[config.mk]
export PLATFORM = sky130hd
export DESIGN_NAME = decode_issue_scoreboard
export DESIGN_NICKNAME = d
export VERILOG_FILES = /design/src/rtl/decode_issue_scoreboard.sv
export SDC_FILE = /design/constraint.sdc
export NUM_CORES = 1
export LEC_CHECK = 0
export CAP_MARGIN = 20
export CORE_ASPECT_RATIO = 0.8
export CORE_MARGIN = 2
export CORE_UTILIZATION = 45
export DETAILED_ROUTE_END_ITERATION = 6
export MAX_ROUTING_LAYER = met4
export SLEW_MARGIN = 20
export SYNTH_ARGS = -nofsm -noshare
export SYNTH_HDL_FRONTEND = slang
export SYNTH_SLANG_ARGS = --single-unit
[constraint.sdc]
create_clock -name clk -period 7.3 [get_ports clk]
set_clock_uncertainty 0.1 [all_clocks]
set_input_delay 2.19 -clock clk [delete_from_list [all_inputs] [get_ports clk]]
set_output_delay 2.19 -clock clk [all_outputs]
set_load 0.1 [all_outputs]
[src/rtl/decode_issue_scoreboard.sv]
// ============================================================================
// Module      : decode_issue_scoreboard
// Description : Decode-stage register-dependency scoreboard and issue control.
//               Optional writeback bypass: SCOREBOARD_WB_BYPASS_EN.
// Revision    : 1.0 - initial release
// ============================================================================
`default_nettype none

module decode_issue_scoreboard #(
    parameter int MAX_INFLIGHT = 4,
    parameter int CW           = 3
) (
    input  logic        clk,
    input  logic        rst,
    input  logic        dec_valid,
    input  logic [4:0]  dec_rs1,
    input  logic [4:0]  dec_rs2,
    input  logic [4:0]  dec_rd,
    input  logic        dec_use_rs1,
    input  logic        dec_use_rs2,
    input  logic        dec_wr_rd,
    output logic        issue_ready,
    input  logic        wb_valid,
    input  logic        wb_wren,
    input  logic [4:0]  wb_rd,
    input  logic        flush,
    output logic [31:0] pending_mask,
    output logic [3:0]  inflight,
    output logic [15:0] stall_cycles
);

    localparam logic [CW-1:0] c_cnt_max      = {CW{1'b1}};
    localparam logic [3:0]    c_max_inflight = 4'(MAX_INFLIGHT);

    logic [CW-1:0] r_cnt      [32];
    logic [CW-1:0] w_cnt_nxt  [32];
    logic [31:0]   r_pending_mask;
    logic [3:0]    r_inflight;
    logic [3:0]    w_inflight_nxt;
    logic [15:0]   r_stall_cycles;

    logic w_wb_wr;
    logic w_rs1_busy;
    logic w_rs2_busy;
    logic w_rs1_byp;
    logic w_rs2_byp;
    logic w_hazard;
    logic w_full;
    logic w_fire;

    assign w_wb_wr    = wb_valid & wb_wren & (wb_rd != 5'd0);
    assign w_rs1_busy = dec_use_rs1 & (dec_rs1 != 5'd0) & (r_cnt[dec_rs1] != '0);
    assign w_rs2_busy = dec_use_rs2 & (dec_rs2 != 5'd0) & (r_cnt[dec_rs2] != '0);

`ifdef SCOREBOARD_WB_BYPASS_EN
    // The last outstanding writer retiring now is visible through the
    // falling-edge register-file write, so it no longer blocks the read.
    assign w_rs1_byp = w_wb_wr & (wb_rd == dec_rs1) & (r_cnt[dec_rs1] == CW'(1));
    assign w_rs2_byp = w_wb_wr & (wb_rd == dec_rs2) & (r_cnt[dec_rs2] == CW'(1));
`else
    assign w_rs1_byp = 1'b0;
    assign w_rs2_byp = 1'b0;
`endif

    assign w_hazard    = (w_rs1_busy & ~w_rs1_byp) | (w_rs2_busy & ~w_rs2_byp);
    assign w_full      = (r_inflight == c_max_inflight) & ~wb_valid;
    assign issue_ready = ~w_hazard & ~w_full & ~flush;
    assign w_fire      = dec_valid & issue_ready;

    assign w_cnt_nxt[0] = '0;

    for (genvar n = 1; n < 32; n++) begin : g_cnt
        logic w_inc;
        logic w_dec;

        assign w_inc = w_fire & dec_wr_rd & (dec_rd == 5'(n));
        assign w_dec = w_wb_wr & (wb_rd == 5'(n));

        // A simultaneous increment and decrement nets to no change.
        assign w_cnt_nxt[n] = flush                                      ? '0 :
                              (w_inc & ~w_dec & (r_cnt[n] != c_cnt_max)) ? r_cnt[n] + CW'(1) :
                              (w_dec & ~w_inc & (r_cnt[n] != '0))        ? r_cnt[n] - CW'(1) :
                                                                           r_cnt[n];
    end

    assign w_inflight_nxt = flush                                            ? 4'd0 :
                            (w_fire & ~wb_valid & (r_inflight != 4'hF))      ? r_inflight + 4'd1 :
                            (wb_valid & ~w_fire & (r_inflight != 4'd0))      ? r_inflight - 4'd1 :
                                                                               r_inflight;

    always_ff @(posedge clk or posedge rst) begin
        if (rst) begin
            for (int i = 0; i < 32; i++) begin
                r_cnt[i] <= '0;
            end
            r_pending_mask <= '0;
            r_inflight     <= '0;
            r_stall_cycles <= '0;
        end else begin
            for (int i = 0; i < 32; i++) begin
                r_cnt[i]          <= w_cnt_nxt[i];
                r_pending_mask[i] <= (w_cnt_nxt[i] != '0);
            end
            r_inflight <= w_inflight_nxt;
            if (dec_valid && !issue_ready && (r_stall_cycles != 16'hFFFF)) begin
                r_stall_cycles <= r_stall_cycles + 16'd1;
            end
        end
    end

    assign pending_mask = r_pending_mask;
    assign inflight     = r_inflight;
    assign stall_cycles = r_stall_cycles;

endmodule

`default_nettype wire

==> summary.txt <==
CTS
  • # hold bufs at CTS: 0
  • Clk Latency, worst-skew pair: 0.45 ns
  • Clock-pin slew on the worst setup and hold paths: 0.06 ns
  • Root Buffer: clkbuf_16
  • TritonCTS Buffers: 17
  • CTS tree: built
  • CTS sink cnt: 144
  • H-tree lvl count: 4
  • Bufs on Longest Clock Path: 2

Floorplanning
  • Chip height: 149 microns
  • Area of the die: 0.0278 sq mm
  • Core area: 0.0261 sq mm
  • Row cnt: 53
  • DIE WIDTH: 186 microns
  • Initial Utilization: 45.6%
  • Top Ports: 82

Yosys
  • Post-Syn Area: 0.0119 sq mm
  • Mapped Nets: 1585
  • Synth area leaders: dfrtp_1 30%, ha_1 13%, mux2i_1 4.5%
  • Synth top area share: 30.3%
  • Synth area leader: dfrtp_1
  • Mean post-synth cell area: 8.34 sq um
  • Post-synth EDFFs: 0
  • Cell variety after synth: 80
  • Post-synthesis cell count: 1428
  • Synth top cells by count: 144 x dfrtp_1, 136 x nor2_1, 127 x ha_1
  • Most common cell in the synthesized netlist: dfrtp_1
  • Synth warn: 0
  • Sequential-to-total area share from yosys stat: 30.3%
  • Synth async-reset ratio: 100%
  • Synth Register Bits: 144
  • Top FF cell, synth: dfrtp_1

Timing
  • Hold Slack: 0.384 ns
  • Fin crit share: 97.6%
  • Peak Freq: 140 MHz
  • RSZ-0062 raised after global routing: no
  • Slew Limit Fails: 0
  • Setup TNS Final: 0 ns
  • Final Hold Viols: 0
  • Worst-Margin Slew: 1.01 ns
  • Final Setup Violations: 0
  • Slew HR: 32.2%
  • Final WS setup: 0.178 ns
  • Tmin final: 7.12 ns

Critical path
  • Worst setup SP type: primary input
  • Reg2Reg Depth: 15
  • Crit Reg-Reg Endpoint: inflight[3]$_DFFE_PP0P_
  • CP endpoint kind: output port
  • R2r startpoint: r_cnt[24]$_DFF_PP0_
  • R2R Setup Slk: 2.83 ns
  • Kind of critical path: in -> out
  • Critical Path Fanout Max: 13
  • CP required: 5.01 ns
  • Worst Path Arrival: 4.83 ns

Global route
  • GRT Overall Usage: 27.4%
  • Total grt overflow: 0
  • Global-route wire length before repair: 56800 microns
  • Pin count of the biggest net entering global routing: 71
  • Initial antenna violation count: 0
  • Vias in the first global route: 10.2k

Power
  • Power Total: 2.32 mW
  • VDD IR max: 0.237 mV
  • Leakage Power: 6.13 nW
  • Power per cell area: 169 mW/mm^2

Routing
  • Antenna viol nets, final: 0
  • Residual DRC count: 0
  • DR vias: 11.1k
  • Detailed Route Iter0 Violations: 1078
  • WL final: 36400 microns
  • Vias/cell: 5.94
  • Drt wl/cell: 19.4 microns
  • First-pass iteration count of the detailed router: 6

Finish
  • Layout cell share with drive strength beyond 1: 6.20%
  • Fill count: 2475
  • Antenna Cells: 0
  • Fin nets: 1659
  • Area occupied by multi-input gates: 0.00764 sq mm
  • Storage cell area: 0.00360 sq mm
  • Layout Cells excl Fill: 1872
  • Synth-to-layout area growth: 15.1%

Placed design
  • Detailed Place HPWL: 26800 microns
  • Worst slack at placement: 0.272 ns
  • Cell count after placement: 1840
  • RePlAce Congestion: 0.975
  • Number of port buffers: 80

Run status
  • Status: finished clean

Run
  • Maxcap violations: 0

Min path
  • WHS Endpoint: stall_cycles[6]$_DFFE_PP0P_
  • Worst hold path depth: 1
  • HP Class: reg -> reg
  • HP Start: stall_cycles[6]$_DFFE_PP0P_
## cell families (layout without fill, tap and decap cells)
logic type	count (synthesis)	count (layout)	share of synthesized area [%]
DFF	144	144	30.3
adders and majority gates	128	128	13.5
AOI/OAI and AO/OA	308	308	17.6
and+or+nand+nor	568	568	23.9
buffers and inverters	171	258	5.58
other	1	1	0.0315
muxes	70	70	6.27
xor gates and xnor gates	38	38	2.80
## timing repair
item	CTS	global route
buffers inserted	0	0
endpoints found under the hold margin	0	0
resized for setup	0	1
endpoints found under the setup margin	0	1
## layout by cell type, fill, tap and decap left out, types with 24 or more instances in the layout
cell type	synthesis	routed
dfrtp_1	144	144
nor3_1	63	63
ha_1	127	127
nor4_1	49	48
o21ai_0	48	48
mux2i_1	53	53
and2_1	24	24
nor2_1	136	136
xnor2_1	35	35
buf_4	1	25
nand3_1	54	54
a21oi_1	85	85
inv_1	121	120
nand4_1	31	31
clkdlybuf4s50_1	0	78
nand2_1	109	109
## how the worst max path moves through the flow
stage / from / cells after the start / end
2_1_floorplan: dec_rs1[1] / 10 / issue_ready
3_3_place_gp: dec_rs1[1] / 9 / issue_ready
3_5_place_dp: dec_rs1[1] / 9 / issue_ready
4_1_cts: dec_rs1[1] / 9 / issue_ready
5_1_grt: dec_rs1[1] / 10 / issue_ready
6_report: dec_rs1[1] / 10 / issue_ready
## critical path, stage by stage
cell and delay [ns]:
clkdlybuf4s50_1 0.75, buf_4 0.28, nor2_1 0.07, a221oi_1 0.25
a311oi_1 0.08, o311ai_0 0.51, o211ai_1 0.22, nand2_1 0.14
inv_1 0.14, buf_12 0.20
## power by group
group          internal, mW  total, mW  switching [mW]
registers             0.828      0.869          0.0416
logic                 0.161      0.589           0.427
clock network         0.473      0.861           0.388
total                  1.46       2.32           0.857
## routing by layer
layer	track usage (%)	share of wire [%]
met5	-	0
met1	38.9	48
met3	6.91	8.4
met4	7.09	1.8
met2	38.7	42
## per-stage QoR
stage	cell area, sq um	utilization [%]
6_report	13700	52.5
5_1_grt	13700	52.5
2_1_floorplan	11900	-
3_3_place_gp	13100	50.3
3_5_place_dp	13100	50.3
4_1_cts	13700	52.4
## sequential cells by signal (all words and copies together), names as in the netlist
register and count:
pending_mask 31, r_cnt 93, inflight 4, stall_cycles 16
## area by class of cell
type | instances | area share (%)
Clock inverter | 14 | 0.968
Multi-Input combinational cell | 1113 | 55.8
Clock buffer | 18 | 3.13
Sequential cell | 144 | 26.3
Inverter | 122 | 3.38
Timing Repair Buffer | 104 | 7.21
Tap cell | 357 | 3.26
(Power assumes the default switching activity.)
